==> src/rtl/freq_m_pkg.sv <==
// Shared types and constants for the
// frequency-measurement capture path.
package freq_m_pkg;

  typedef enum logic [1:0] {
    IDLE,
    FIRST,
    COUNT,
    HOLD
  } cap_state_t;

  // Covers a 5-cycle strobe burst plus one
  // cycle of margin.
  localparam int HOLDOFF_DEF = 6;

endpackage

==> src/rtl/sync_edge_det.sv <==
// Multi-flop synchronizer for an async input
// followed by a rising-edge detector.
module sync_edge_det #(
  parameter int SYNC_STAGES = 2
) (
  input  logic clk,
  input  logic reset,
  input  logic d,
  output logic rise
);

  logic [SYNC_STAGES-1:0] sync_q;
  logic                   last_q;

  // Shift the input through the sync chain and
  // keep the previous synchronized level.
  always_ff @(posedge clk or posedge reset) begin
    if (reset) begin
      sync_q <= '0;
      last_q <= 1'b0;
    end else begin
      sync_q <= {sync_q[SYNC_STAGES-2:0], d};
      last_q <= sync_q[SYNC_STAGES-1];
    end
  end

  assign rise = sync_q[SYNC_STAGES-1] & ~last_q;

endmodule

==> src/rtl/freq_a_capture.sv <==
// Counts sig_in edges between gate strobes,
// scales by time_del, hands result to reader.
module freq_a_capture
  import freq_m_pkg::*;
#(
  parameter int CNT_W       = 32,
  parameter int SYNC_STAGES = 2,
  parameter int HOLDOFF     = HOLDOFF_DEF
) (
  input  logic             clk,
  input  logic             reset,
  input  logic             enable,
  input  logic             sig_in,
  input  logic             cout_b,
  input  logic [4:0]       time_del,
  input  logic             ack,
  output logic [CNT_W-1:0] freq_a,
  output logic             valid,
  output logic             overrun,
  output logic             sat
);

  localparam int HW = $clog2(HOLDOFF + 1);
  localparam int WW = 2 * CNT_W;

  logic a_edge;
  logic s_edge;
  logic cout_b_q;

  cap_state_t state_q, state_d;
  logic [CNT_W-1:0] cnt_q, cnt_d;
  logic [HW-1:0]    hold_q, hold_d;
  logic             flag_q, flag_d;
  logic             cap;

  logic [CNT_W-1:0] cnt_inc;
  logic             cnt_ovf;
  logic [CNT_W:0]   raw;
  logic [WW-1:0]    wide;
  logic             cap_sat;
  logic [CNT_W-1:0] cap_val;

  logic [CNT_W-1:0] freq_q, freq_d;
  logic             valid_q, valid_d;
  logic             ovr_q, ovr_d;
  logic             sat_q, sat_d;

  sync_edge_det #(
    .SYNC_STAGES(SYNC_STAGES)
  ) u_sync (
    .clk  (clk),
    .reset(reset),
    .d    (sig_in),
    .rise (a_edge)
  );

  assign s_edge = cout_b & ~cout_b_q;

  // Saturating increment; overflow is remembered
  // so the next result is flagged.
  assign cnt_ovf = a_edge & (&cnt_q);
  assign cnt_inc = (a_edge && !(&cnt_q))
                 ? cnt_q + CNT_W'(1) : cnt_q;

  // A coincident edge closes the interval.
  assign raw  = {1'b0, cnt_q} + {{CNT_W{1'b0}}, a_edge};
  assign wide = {{(WW-CNT_W-1){1'b0}}, raw} << time_del;
  assign cap_sat = flag_q | (|wide[WW-1:CNT_W]);
  assign cap_val = cap_sat ? '1 : wide[CNT_W-1:0];

  // State, counters and result registers.
  always_ff @(posedge clk or posedge reset) begin
    if (reset) begin
      cout_b_q <= 1'b0;
      state_q  <= IDLE;
      cnt_q    <= '0;
      hold_q   <= '0;
      flag_q   <= 1'b0;
      freq_q   <= '0;
      valid_q  <= 1'b0;
      ovr_q    <= 1'b0;
      sat_q    <= 1'b0;
    end else begin
      cout_b_q <= cout_b;
      state_q  <= state_d;
      cnt_q    <= cnt_d;
      hold_q   <= hold_d;
      flag_q   <= flag_d;
      freq_q   <= freq_d;
      valid_q  <= valid_d;
      ovr_q    <= ovr_d;
      sat_q    <= sat_d;
    end
  end

  // Gate FSM with counter and strobe holdoff.
  always_comb begin
    state_d = state_q;
    cnt_d   = cnt_q;
    hold_d  = hold_q;
    flag_d  = flag_q;
    cap     = 1'b0;
    if (!enable) begin
      state_d = IDLE;
      cnt_d   = '0;
      hold_d  = '0;
      flag_d  = 1'b0;
    end else begin
      unique case (state_q)
        IDLE: begin
          cnt_d   = '0;
          flag_d  = 1'b0;
          state_d = FIRST;
        end
        FIRST: begin
          cnt_d  = '0;
          flag_d = 1'b0;
          if (s_edge) begin
            cnt_d   = CNT_W'(a_edge);
            hold_d  = HW'(HOLDOFF - 1);
            state_d = HOLD;
          end
        end
        COUNT: begin
          if (s_edge) begin
            cap     = 1'b1;
            cnt_d   = CNT_W'(a_edge);
            flag_d  = 1'b0;
            hold_d  = HW'(HOLDOFF - 1);
            state_d = HOLD;
          end else begin
            cnt_d  = cnt_inc;
            flag_d = flag_q | cnt_ovf;
          end
        end
        HOLD: begin
          cnt_d  = cnt_inc;
          flag_d = flag_q | cnt_ovf;
          if (hold_q == '0) begin
            state_d = COUNT;
          end else begin
            hold_d = hold_q - HW'(1);
          end
        end
        default: state_d = IDLE;
      endcase
    end
  end

  // Result hand-off with valid/ack and overrun.
  always_comb begin
    freq_d  = freq_q;
    valid_d = valid_q;
    ovr_d   = ovr_q;
    sat_d   = sat_q;
    if (cap) begin
      freq_d  = cap_val;
      sat_d   = cap_sat;
      valid_d = 1'b1;
      ovr_d   = ack ? 1'b0 : (ovr_q | valid_q);
    end else if (ack && valid_q) begin
      valid_d = 1'b0;
      ovr_d   = 1'b0;
    end
  end

  assign freq_a  = freq_q;
  assign valid   = valid_q;
  assign overrun = ovr_q;
  assign sat     = sat_q;

endmodule

==> config.mk <==
export PLATFORM = sky130hd
export DESIGN_NAME = freq_a_capture
export DESIGN_NICKNAME = d
export VERILOG_FILES = /design/src/rtl/freq_m_pkg.sv /design/src/rtl/sync_edge_det.sv /design/src/rtl/freq_a_capture.sv
export SDC_FILE = /design/constraint.sdc
export NUM_CORES = 1
export LEC_CHECK = 0
export CAP_MARGIN = 20
export CORE_MARGIN = 2
export CORE_UTILIZATION = 49
export CTS_CLUSTER_SIZE = 24
export DETAILED_ROUTE_END_ITERATION = 6
export PLACE_DENSITY = 0.75
export SLEW_MARGIN = 0
export SYNTH_ARGS = -nofsm -noshare
export SYNTH_HDL_FRONTEND = slang
export SYNTH_SLANG_ARGS = --single-unit
export TNS_END_PERCENT = 100
==> constraint.sdc <==
create_clock -name clk -period 10.9 [get_ports clk]
set_input_delay 1.635 -clock clk [delete_from_list [all_inputs] [get_ports clk]]
set_output_delay 1.635 -clock clk [all_outputs]
set_load 0.05 [all_outputs]
==> Yosys cells after proc, flatten, opt, wreduce, memory -nomap -nowiden <==
Cells that the tools add are included.
{ "totals": {"register_bits": 77, "input_bits": 11, "elab_cells": 66} }
{ "classes": {"shift": 1, "n_eq_ne": 7, "n_bitwise": 8, "n_reduce_logical": 12, "add_sub_neg": 3, "muxes": 24} }
{ "ops": {"columns": ["cell", "n"], "rows": [
  ["two-way mux 32 bit", 4],
  ["one-hot mux 32 bit (4 select lines)", 1],
  ["left shift 33 x 5 -> 64 bit", 1],
  ["adder 32 x 1 -> 33 bit", 1],
  ["adder 32 x 1 -> 32 bit, second input constant", 1],
  ["AND reduction 32 bit", 1],
  ["OR reduction 32 bit", 1],
  ["two-way mux 1 bit", 10],
  ["two-way mux 3 bit", 3],
  ["two-way mux 2 bit", 3],
  ["!= test 3 x 2 -> 1 bit, second input constant", 2],
  ["!= test 3 bit, second input constant", 2],
  ["one-hot mux 2 bit (3 select lines)", 1],
  ["one-hot mux 3 bit (2 select lines)", 1],
  ["== test 2 bit, second input constant", 2],
  ["OR reduction 2 bit", 2],
  ["bitwise AND 1 bit", 3],
  ["zero test 3 bit", 1],
  ["bitwise OR 1 bit", 3],
  ["one-hot mux 1 bit (3 select lines)", 1],
  ["AND reduction 3 bit", 1],
  ["subtractor 3 x 1 -> 3 bit, second input constant", 1],
  ["== test 2 x 1 -> 1 bit, second input constant", 1],
  ["logical AND 1 bit", 2],
  ["other kinds (5)", 6]
]} }

==> Logic depth before layout (Yosys ltp) <==
{ "depth": {"ltp_word": 7, "depth_mapped": 18} }

==> By module <==
From an unflattened synthesis, not the netlist that was laid out.
{ "unflattened": {"hier_cells": 806, "hier_area_um2": 6558.8} }
{ "modules_own_cells": {"columns": ["module", "cells_each", "area_each_um2", "instances"], "rows": [
  ["freq_a_capture", 801, 6466.2, 1],
  ["sync_edge_det", 5, 92.6, 1]
]} }

==> Worst setup path before layout <==
No wires, ideal clock.
{ "synth_timing": {"path_type": "input to register", "start": "input time_del[0]", "end": "register freq_q[28] (netlist: freq_a[28])", "setup_ns": 0.131, "t_required_ns": 10.769, "path_slack_ns": 6.482, "path_buffers": 4, "arrival_ns": 4.287, "cell_stages": 11, "path_cell_list": "clkbuf_1 -> clkbuf_1 -> buf_1 -> a21oi_1 -> a211o_1 -> a2bb2oi_1 -> o41ai_2 -> nand3_2 -> buf_1 -> o32ai_1 -> a21oi_2"} }
{ "synth_via": {"elab_chain_len": 4} }
{ "synth_rtl": {"columns": ["item", "line", "rtl"], "rows": [
  ["start, declared", "freq_a_capture.sv:15", "input logic [4:0] time_del,"],
  ["left shift 33 x 5 -> 64 bit *", "freq_a_capture.sv:67", "assign wide = {{(WW-CNT_W-1){1'b0}}, raw} << time_del;"],
  ["OR reduction 32 bit", "freq_a_capture.sv:68", "assign cap_sat = flag_q | (|wide[WW-1:CNT_W]);"],
  ["bitwise OR 1 bit", "freq_a_capture.sv:68", null],
  ["two-way mux 32 bit *", "freq_a_capture.sv:69", "assign cap_val = cap_sat ? '1 : wide[CNT_W-1:0];"],
  ["end signal, assigned", "freq_a_capture.sv:89", "freq_q <= freq_d;"],
  ["end, declared", "freq_a_capture.sv:43", "logic [CNT_W-1:0] freq_q, freq_d;"]
]} }
Mark *: on every way between the ends. The rest lies on a longest branch, timed or not.
A chain may end at the register's enable or synchronous reset.

==> Final worst setup path <==
{ "layout_timing": {"start": "input time_del[0]", "end": "register freq_q[25] (netlist: freq_a[25])"} }
Same word-level chain as after synthesis.

==> run summary <==
DRT
--------------------------------------------------------------------------------------------
Wire length reported by the detailed router ...................................     19100 um
Drt pass-1 iters ..............................................................            7
Number of nets with antenna violations after routing ..........................            0
Avg Vias per Cell .............................................................         6.54
Post-detailed-route DRC marker count ..........................................            1
Via count .....................................................................         6315
DR WL/cell ....................................................................      19.8 um
Iteration-0 DRC Markers .......................................................          595

POWER
--------------------------------------------------------------------------------------------
Pleak .........................................................................   0.00262 uW
Peak supply drop ..............................................................   0.000161 V
Clock share of power ..........................................................        0.236
Sequential cell fraction of total power .......................................        0.312
Switching share of power ......................................................        0.432
Power density normalized to cell area .........................................   181 mW/mm2
Switching pwr .................................................................       554 uW
Internal cell power ...........................................................       728 uW
Part of the power in combinational logic ......................................        0.452

TIMING
--------------------------------------------------------------------------------------------
TNS Setup .....................................................................         0 ps
Worst max-slew margin expressed relative to the limit .........................        0.323
Final-report setup violation count ............................................            0
Clock period minus worst slack ................................................      5530 ps
Number of pins with negative max-slew slack in the final report ...............            0
Max Clock Freq ................................................................      181 MHz
Clock tree skew after final layout ............................................      10.6 ps
RSZ-0062 raised after global routing ..........................................        false
Transition time of the tightest slew-check pin ................................      1010 ps
Hold Vio Cnt, Final ...........................................................            0
Share of the clock period used by the worst path after layout .................        0.507

WORST SETUP PATH
--------------------------------------------------------------------------------------------
Arrival time at the worst endpoint ............................................      5720 ps
Worst-path fanout max .........................................................           33
Crit-path cells ............................................................... clkdlybuf4s50_1, buf_4, inv_2, and3_1, mux2_2, nor4_1, nand2b_1, o221ai_1, o32a_1, a2111oi_4, nand3_4, nor3_4, a21oi_1
Critical Setup Path Class ..................................................... primary input to register
CP Data Required Time .........................................................     11100 ps
Critical Path Sink Type .......................................................     register
CP max stage delay ............................................................       600 ps
Max stage delay cell, worst path .............................................. sky130_fd_sc_hd__nor3_4
Setup crit start kind ......................................................... primary input

CLOCKING
--------------------------------------------------------------------------------------------
Clock tree sinks ..............................................................           77
Latest clock arrival within the worst-skew pair ...............................       360 ps
Clock tree from TritonCTS .....................................................         done
Number of buffers added to fix hold violations after cts ......................            0
Number of resized instances in the post-cts repair step .......................            0
CTS buffer count ..............................................................            9
Clock Tree Buf Depth ..........................................................            2
Root cell of the clock tree ................................................... sky130_fd_sc_hd__clkbuf_16
Number of setup buffers added after CTS .......................................            0
Clock slew seen by the registers of the worst setup and hold paths ............        60 ps
CTS H-tree lvls ...............................................................            3

GLOBAL ROUTE
--------------------------------------------------------------------------------------------
Maximum number of pins on one net before global-route repair ..................           78
Total routing resource utilization after global routing .......................        0.289
Total congestion overflow after global routing ................................            0
Initial antenna violation count ...............................................            0
First-pass GRT wire length ....................................................     30800 um
Vias in the first global route ................................................         6012

DIE
--------------------------------------------------------------------------------------------
Die outline area ..............................................................   0.0138 mm2
Initial core utilization ......................................................        0.500
Number of ports placed on the die boundary ....................................           46
Std cell rows .................................................................           41
Die X .........................................................................       117 um
Die Span Y ....................................................................       117 um
Core area .....................................................................   0.0126 mm2

SYNTHESIS
--------------------------------------------------------------------------------------------
Netlist cell types ............................................................           79
Post-synth ARST share .........................................................         1.00
Synthesized flop and latch total ..............................................           77
Area leader, netlist .......................................................... sky130_fd_sc_hd__dfrtp_1
Post-synthesis compound-gate area fraction ....................................        0.223
XOR/XNOR Fraction of Synth Area ...............................................       0.0557
Share of synthesized area occupied by flip-flops and latches ..................        0.306
Adder-cell share of the synthesized area ......................................       0.0179
Average instance area after synthesis .........................................     8.04 um2
Dominant cells by area after synthesis ........................................ sky130_fd_sc_hd__dfrtp_1, sky130_fd_sc_hd__nor2_1, sky130_fd_sc_hd__a21oi_1
Portion of synthesized cell area occupied by the leading cell type ............        0.306
Nets in the synthesized netlist ...............................................          802
Count of flip-flops with a built-in enable after synthesis ....................            0
Share of synthesized area spent on multiplexers ...............................       0.0567
Basic-gate share of the synthesized area counting and, or, nand and nor cells .        0.293
Post-Synthesis Cells ..........................................................          782
Cell area after synthesis .....................................................  0.00629 mm2
Largest family of logic cells by synthesized area ............................. simple AND/OR/NAND/NOR gates
Warnings, synthesis ...........................................................            0
Top flip-flop cell by instance count after synthesis .......................... sky130_fd_sc_hd__dfrtp_1

LAYOUT
--------------------------------------------------------------------------------------------
Commonest cells after routing, fill and taps aside ............................ sky130_fd_sc_hd__nor2_1, sky130_fd_sc_hd__dfrtp_1, sky130_fd_sc_hd__nand2_1
Most common library cell in the layout ignoring fill and taps ................. sky130_fd_sc_hd__nor2_1
Number of antenna repair diodes ...............................................            0
Total number of nets in the final design ......................................          809
Share of post-route cells with drive strength above 1 .........................       0.0768
Final Instance Area ...........................................................  0.00707 mm2
Syn-to-layout area delta ......................................................        12.3%

PLACE
--------------------------------------------------------------------------------------------
Placed inst area ..............................................................  0.00677 mm2
Number of input and output port buffers inserted ..............................           45
RePlAce Congestion ............................................................        0.959
Post-detailed-placement half-perimeter wirelength .............................     14000 um

STATUS
--------------------------------------------------------------------------------------------
Outcome ....................................................................... complete, but fails checks
Violations in the final reports ...............................................          DRC

FLOW RUN
--------------------------------------------------------------------------------------------
Number of violations of the max-capacitance limit .............................            0

HOLD PATH
--------------------------------------------------------------------------------------------
Min-Delay Path Class .......................................................... register to register

-- cells by family after synthesis --
family,Yosys count
flops,77
compound gates,201
mux,30
simple gates,353
buf+inv,72
xor+xnor,40
fa+ha+maj,9
-- Yosys cell counts (9+ instances only) --
library cell	count
sky130_fd_sc_hd__nor4_1	16
sky130_fd_sc_hd__or3_1	22
sky130_fd_sc_hd__and2_1	10
sky130_fd_sc_hd__xor2_1	19
sky130_fd_sc_hd__nand4_1	24
sky130_fd_sc_hd__o21ai_0	37
sky130_fd_sc_hd__dfrtp_1	77
sky130_fd_sc_hd__nand3_1	28
sky130_fd_sc_hd__xnor2_1	21
sky130_fd_sc_hd__inv_1	11
sky130_fd_sc_hd__clkbuf_1	40
sky130_fd_sc_hd__nand2b_1	15
sky130_fd_sc_hd__nor3_1	31
sky130_fd_sc_hd__nor2_1	86
sky130_fd_sc_hd__mux2i_1	21
sky130_fd_sc_hd__nand2_1	67
sky130_fd_sc_hd__ha_1	9
sky130_fd_sc_hd__a21oi_1	52
sky130_fd_sc_hd__and3_1	11
sky130_fd_sc_hd__a211oi_1	12
-- through the flow --
step	setup WS, ps	cells	hold WS [ps]	util	power, uW
final	5370	966	350	0.562	1280
after global routing	4980	966	358	0.562	1340
after CTS	5430	966	355	0.562	1290
after detailed placement	5060	950	341	0.539	983
after global placement	5250	949	341	0.538	971
after floorplan	6480	782	331	-	795
-- worst max-delay path: cells and delay by family --
kind,cells,cell delay [ps]
multiplexers,1,250
AND/OR/NAND/NOR,5,1680
buffers and inverters,3,1080
AO/OA/AOI/OAI,4,1050
-- path summary, 6_finish.rpt --
check                            startpoint          endpoint  slack (ps)  depth (start not counted)
setup / recovery                time_del[0]        freq_a[25]        5370                         13
max in group asynchronous             reset         cnt_q[26]        8340                          3
hold reg to reg            u_sync.sync_q[0]  u_sync.sync_q[1]         350                          0
hold / removal             u_sync.sync_q[0]  u_sync.sync_q[1]         350                          0
setup reg to reg              u_sync.last_q        freq_a[25]        5560                         14
min in group asynchronous             reset               sat        1910                          3
-- registers in the layout, summed over array words and instances (netlist names), 2 cells and up --
signal and flops:
u_sync.sync_q 2, freq_a 32, cnt_q 32, state_q 2, hold_q 3
-- layout make-up --
cell class	count	area (um2)
clock inverter	6	63.8
timing repair buffer	53	508
sequential	77	1930
multi-input combinational	633	4070
fill	1156	5500
clock buffer	10	229
inverter	15	56.3
tap	172	215
-- power by group through the flow --
stage / sequential [uW] / clock [uW] / combinational (uW)
floorplan: 624 / 0 / 171
global placement: 402 / 0 / 569
detailed placement: 405 / 0 / 578
CTS: 401 / 306 / 581
global route: 409 / 315 / 619
finish: 400 / 302 / 580
-- metal layers --
layer	GRT usage	wire (um)
met4	0.136	620
met3	0.0680	1560
met2	0.452	8930
met1	0.379	7990
met5	0	0
No activity file was read; power rests on OpenSTA's default activity.
